===== config.mk =====
export PLATFORM = sky130hd
export DESIGN_NAME = mc_sequencer
export DESIGN_NICKNAME = d
export VERILOG_FILES = /design/src/rtl/mc_sequencer.sv
export SDC_FILE = /design/constraint.sdc
export NUM_CORES = 1
export LEC_CHECK = 0
export CAP_MARGIN = 25
export CORE_MARGIN = 4
export CORE_UTILIZATION = 40
export CTS_CLUSTER_SIZE = 10
export DETAILED_ROUTE_END_ITERATION = 6
export PLACE_DENSITY = 0.72
export SETUP_SLACK_MARGIN = 0.15
export SLEW_MARGIN = 5
export SYNTH_ARGS = -nofsm -noshare
export SYNTH_HDL_FRONTEND = slang
export SYNTH_SLANG_ARGS = --single-unit

===== constraint.sdc =====
create_clock -name clk -period 2.8 [get_ports clk]
set_clock_uncertainty 0.05 [all_clocks]
set_input_delay 0.56 -clock clk [delete_from_list [all_inputs] [get_ports clk]]
set_output_delay 0.56 -clock clk [all_outputs]
set_load 0.05 [all_outputs]

===== src/rtl/mc_sequencer.sv =====
// mc_sequencer: multi-cycle FETCH/DECODE/EXEC/MEM/WB phase sequencer for the RV32I core.
// Gates decoder write strobes by phase, handshakes with imem/dmem, run/step control,
// retired-instruction counter. Define SEQ_TIMEOUT_EN to enable the FETCH/MEM wait timeout.

module mc_sequencer #(
  parameter int unsigned TIMEOUT_CYCLES = 255
) (
  input  logic        clk,
  input  logic        rstn,
  input  logic [6:0]  opcode,
  input  logic        dec_rf_we,
  input  logic        dec_dm_we,
  input  logic        dec_io_re,
  input  logic        imem_ready,
  input  logic        mem_ready,
  input  logic        run,
  input  logic        step,
  output logic        ir_we,
  output logic        pc_en,
  output logic        rf_we,
  output logic        dm_we,
  output logic        io_re,
  output logic [2:0]  state,
  output logic        busy,
  output logic        err,
  output logic [31:0] retired
);

  localparam int unsigned OPC_W  = 7;
  localparam int unsigned RET_W  = 32;
  localparam int unsigned WAIT_W = 16;

  localparam logic [OPC_W-1:0] OP_R      = 7'b0110011;
  localparam logic [OPC_W-1:0] OP_I      = 7'b0010011;
  localparam logic [OPC_W-1:0] OP_JAL    = 7'b1101111;
  localparam logic [OPC_W-1:0] OP_JALR   = 7'b1100111;
  localparam logic [OPC_W-1:0] OP_LUI    = 7'b0110111;
  localparam logic [OPC_W-1:0] OP_AUIPC  = 7'b0010111;
  localparam logic [OPC_W-1:0] OP_BRANCH = 7'b1100011;
  localparam logic [OPC_W-1:0] OP_LOAD   = 7'b0000011;
  localparam logic [OPC_W-1:0] OP_STORE  = 7'b0100011;
  localparam logic [OPC_W-1:0] OP_BUBBLE = 7'b0000000;

  typedef enum logic [2:0] {
    S_IDLE   = 3'd0,
    S_FETCH  = 3'd1,
    S_DECODE = 3'd2,
    S_EXEC   = 3'd3,
    S_MEM    = 3'd4,
    S_WB     = 3'd5,
    S_ERR    = 3'd7
  } state_e;

  typedef enum logic [1:0] {
    CLS_OTHER  = 2'd0,
    CLS_BRANCH = 2'd1,
    CLS_LOAD   = 2'd2,
    CLS_STORE  = 2'd3
  } cls_e;

  state_e             state_q, state_d;
  cls_e               cls_q, cls_d, op_cls_c;
  logic               op_legal_c, op_bubble_c;
  logic               step_q, step_rise_c;
  logic [RET_W-1:0]   retired_q, retired_d;
  logic               commit_c;
  logic               wait_expired_c;

  // Out-of-range timeout values are rejected at elaboration
  generate
    if ((TIMEOUT_CYCLES < 1) || (TIMEOUT_CYCLES > 65535)) begin : g_bad_timeout
      $error("mc_sequencer: TIMEOUT_CYCLES must be within 1..65535");
    end
  endgenerate

  assign step_rise_c = step & ~step_q;

  // Classify the opcode currently presented by the instruction register
  always_comb begin
    op_cls_c    = CLS_OTHER;
    op_legal_c  = 1'b1;
    op_bubble_c = 1'b0;
    case (opcode)
      OP_R, OP_I, OP_JAL, OP_JALR, OP_LUI, OP_AUIPC: op_cls_c = CLS_OTHER;
      OP_BRANCH: op_cls_c = CLS_BRANCH;
      OP_LOAD:   op_cls_c = CLS_LOAD;
      OP_STORE:  op_cls_c = CLS_STORE;
      OP_BUBBLE: op_bubble_c = 1'b1;
      default:   op_legal_c = 1'b0;
    endcase
  end

`ifdef SEQ_TIMEOUT_EN
  localparam logic [WAIT_W-1:0] WAIT_LAST = WAIT_W'(TIMEOUT_CYCLES - 1);

  logic [WAIT_W-1:0] wait_q, wait_d;

  // Timeout fires on the ready-low cycle that completes TIMEOUT_CYCLES waits
  always_comb begin
    wait_expired_c = 1'b0;
    if (state_q == S_FETCH) begin
      wait_expired_c = !imem_ready && (wait_q == WAIT_LAST);
    end else if (state_q == S_MEM) begin
      wait_expired_c = !mem_ready && (wait_q == WAIT_LAST);
    end
  end

  // Staying in FETCH/MEM implies a ready-low cycle; any state change restarts the count
  always_comb begin
    wait_d = '0;
    if ((state_d == state_q) && ((state_q == S_FETCH) || (state_q == S_MEM))) begin
      wait_d = wait_q + WAIT_W'(1);
    end
  end

  // Wait counter register
  always_ff @(posedge clk or negedge rstn) begin
    if (!rstn) begin
      wait_q <= '0;
    end else begin
      wait_q <= wait_d;
    end
  end
`else
  assign wait_expired_c = 1'b0;
`endif

  // Next-state logic and phase-gated strobes
  always_comb begin
    state_d   = state_q;
    cls_d     = cls_q;
    retired_d = retired_q;
    ir_we     = 1'b0;
    pc_en     = 1'b0;
    rf_we     = 1'b0;
    dm_we     = 1'b0;
    io_re     = 1'b0;
    commit_c  = 1'b0;
    case (state_q)
      S_IDLE: begin
        if (run || step_rise_c) state_d = S_FETCH;
      end
      S_FETCH: begin
        if (imem_ready) begin
          ir_we   = 1'b1;
          state_d = S_DECODE;
        end else if (wait_expired_c) begin
          state_d = S_ERR;
        end
      end
      S_DECODE: begin
        cls_d = op_cls_c;
        if (op_bubble_c)     commit_c = 1'b1;
        else if (op_legal_c) state_d  = S_EXEC;
        else                 state_d  = S_ERR;
      end
      S_EXEC: begin
        case (cls_q)
          CLS_BRANCH:          commit_c = 1'b1;
          CLS_LOAD, CLS_STORE: state_d  = S_MEM;
          default:             state_d  = S_WB;
        endcase
      end
      S_MEM: begin
        if (cls_q == CLS_STORE) begin
          if (mem_ready) begin
            dm_we    = dec_dm_we;
            commit_c = 1'b1;
          end else if (wait_expired_c) begin
            state_d = S_ERR;
          end
        end else begin
          io_re = dec_io_re & ~wait_expired_c;
          if (mem_ready)           state_d = S_WB;
          else if (wait_expired_c) state_d = S_ERR;
        end
      end
      S_WB: begin
        rf_we    = dec_rf_we;
        commit_c = 1'b1;
      end
      S_ERR: begin
        state_d = S_ERR;
      end
      default: begin
        state_d = S_ERR;
      end
    endcase
    if (commit_c) begin
      pc_en     = 1'b1;
      retired_d = retired_q + RET_W'(1);
      state_d   = run ? S_FETCH : S_IDLE;
    end
  end

  // State, class, counter and step-edge registers
  always_ff @(posedge clk or negedge rstn) begin
    if (!rstn) begin
      state_q   <= S_IDLE;
      cls_q     <= CLS_OTHER;
      retired_q <= '0;
      step_q    <= 1'b0;
    end else begin
      state_q   <= state_d;
      cls_q     <= cls_d;
      retired_q <= retired_d;
      step_q    <= step;
    end
  end

  assign state   = state_q;
  assign busy    = (state_q != S_IDLE) && (state_q != S_ERR);
  assign err     = (state_q == S_ERR);
  assign retired = retired_q;

endmodule

==> summary.txt, run 1 <==
Run status = finished clean
Crit Path Max Fanout = 12
Post-synthesis sequential area ratio = 49.1%
Iter 0 DRT Violations = 66
Clock buffer depth = 2
TritonCTS clock tree = built
Yosys cell types = 42
Synthesized Nets = 202
CP startpoint kind = flip-flop
Cell Area, Synth = 1940 µm²
Clock Sink Count = 38
GPL Wtd Cong = 0.777
CP max stage cell = or3b_1
Hpwl dp = 3310 µm
Synth Register Bits = 38
ANT nets after route = 0
Total track usage = 16.2%
Fillers = 425
Die height = 77.6 µm
Clk root buf = clkbuf_8
Grt ovf = 0
Avg Cell Area, Syn = 10.5 µm²
Yosys Warn Count = 0
Via density = 5.27
Worst Setup End Kind = primary output
# port buffers = 57
Layout overhead on the synthesized area = 40.1%
Worst rel slew slack = 44.9%
Via Count = 1608
Worst path bufs/invs = 1
Reg clk slew, reported paths = 0.08 ns
Crit-path leading delay family = simple AND/OR/NAND/NOR gates
Main synth FF type = dfrtp_1
First-pass DRT Iterations = 4
Hold_ws = 0.316 ns
Worst min path class = in -> async
Total CTS buffers = 5
Initial antenna violation count = 0
Crit Path Category = reg -> out
Top-Level Pins = 58
Power per cell area = 773 nW/µm²
Worst endpoint data arrival time = 1.95 ns
Remaining DRCs = 0
Post-Synthesis Cells = 185
DIE AREA = 6020 µm²
Max Cap Viol = 0
Slew @ Worst Pin = 0.827 ns
Die width = 77.6 µm
Pin count of the biggest net entering global routing = 39
FMAX = 391 MHz
Total Nets Final = 267
Unrepaired setup endpoints after global routing = no
FF+latch area = 952 µm²
Largest stage delay, worst path = 0.53 ns
Required @ worst endpoint = 2.19 ns
Clock network latency to the later pin of the worst-skew pair = 0.29 ns
H-tree depth = 2
Post-route minimum period = 2.56 ns
Leak = 1.19 nW
Initial Util = 41.3%
Core Footprint = 4690 µm²
Reg2reg setup slack = 0.35 ns
Drt wl/cell = 14.6 µm
Final slew viol count = 0
Antenna cells = 0
Post-synth ARST share = 100%
First-pass GRT wire length = 7910 µm
Peak supply drop = 0.665 mV
Overall Power = 2.10 mW
Share of cells above drive strength 1 = 13.9%
Number of synthesized flops with an enable pin = 0
Vias in the first global route = 1665
Crit-path cells = or3b_1, o32ai_4, or2_4, buf_12
Final hold vios = 0
FP Rows = 25
Hold_buf cts = 0
Setup-failing EPs final = 0
Post-route clock period utilization = 91.3%
Final wirelength = 4450 µm
Multi-input gate area = 942 µm²
[registers in the layout, summed over array words and instances (netlist names)]
name	flops
state	3
retired	32
step_q	1
cls_q	2
[kinds of logic after synthesis]
kind of cell	Yosys count	synth area share (%)
compound gates	16	6.34
xor+xnor	31	14.0
fa+ha+maj	1	0.646
buf+inv	12	3.17
flops	38	49.1
mux	1	0.582
simple gates	86	26.1
[final cells by class]
cell class,count,share of cell area (%)
clock buffers,6,3.04
clock inverters,2,0.461
multi-input cells,135,34.7
well taps,54,2.49
flip-flops and latches,38,35.1
inverters,5,0.692
repair buffers,65,23.5
[synthesized netlist by cell type, drive strengths merged, types with 2 or more instances]
library cell | count | area, µm²
and2 | 3 | 18.8
nand2 | 16 | 60.1
and4 | 4 | 35.0
nor2 | 9 | 33.8
xnor2 | 15 | 131
or2 | 2 | 12.5
dfrtp | 38 | 951
and3 | 2 | 12.5
a21oi | 3 | 15.0
nand3 | 7 | 35.0
nor4 | 7 | 71.3
buf | 6 | 38.8
o21ai | 3 | 18.8
inv | 5 | 18.8
nand2b | 5 | 31.3
nor3 | 13 | 70.1
xor2 | 16 | 140
nand4 | 11 | 68.8
or4 | 3 | 26.3
nor3b | 2 | 15.0
[stage by stage]
stage	utilization (%)	TNS (ns)	std cells	instance area [µm²]	setup slack, ns
after global placement	55.2	-0.0616	296	2590	-0.0267
final	57.8	0	305	2710	0.245
after global routing	57.8	0	305	2710	0.153
after floorplan	-	0	185	1940	0.0652
after detailed placement	55.2	-0.547	296	2590	-0.0915
after CTS	57.6	0	305	2700	0.173
[worst paths after layout]
check,depth (start not counted),from,end
hold reg to reg,1,retired[14],retired[14]
hold / removal,1,rstn,retired[28]
max in group asynchronous,1,rstn,state[1]
setup / recovery,4,state[0],pc_en
setup reg to reg,7,state[0],retired[25]
min in group clk,1,retired[14],retired[14]
[report_power, final]
part	internal (mW)	leakage [nW]	switching (mW)	total, mW
sequential	0.627	0.489	0.133	0.760
combinational	0.363	0.651	0.583	0.945
clock	0.198	0.0472	0.193	0.391
total	1.19	1.19	0.909	2.10
[layout by cell type (no fill, tap or decap), types with 2 or more instances in the layout]
cell             count
clkdlybuf4s50_1     47
dfrtp_1             37
nand2_1             16
xor2_1              16
xnor2_1             15
nor3_1              12
nand4_1             11
buf_4               11
nor2_1               9
nand3_1              7
clkbuf_8             6
nand2b_1             5
inv_1                5
and4_1               4
nor4_1               4
and2_1               3
a21oi_1              3
dlygate4sd2_1        3
and3_1               2
nor3b_1              2
o21ai_0              2
or4_1                2
nor4_2               2
buf_12               2
[per-layer routing]
| layer | global-route usage, % | wire length, µm | vias up |
|---|---|---|---|
| met2 | 27.0 | 2260 | 31 |
| li1 | - | - | 787 |
| met1 | 20.9 | 2010 | 788 |
| met3 | 4.76 | 167 | 2 |
| met5 | 0 | 0 | - |
| met4 | 3.20 | 14 | 0 |
[worst reg2reg max path: stages, from the launching register on]
cell and delay [ns]:
dfrtp_1 0.51, or3b_1 0.53, o32ai_4 0.31, buf_4 0.14
buf_4 0.10, o21ai_2 0.15, nor4_1 0.42, xor2_1 0.17
[repair_timing]
action,in CTS,in global routing
hold endpoints to repair,0,0
cloned,0,0
buffers inserted,1,0
setup endpoints to repair,1,6
pin swaps,3,2
gates resized for setup,5,3
Power figures use the tool's default switching activity.
==> run 2: changes to the inputs <==
- SLEW_MARGIN: 5 -> unset
==> results of run 2 <==
Same layout as run 1: the final DEF is identical, and so are final timing and power.
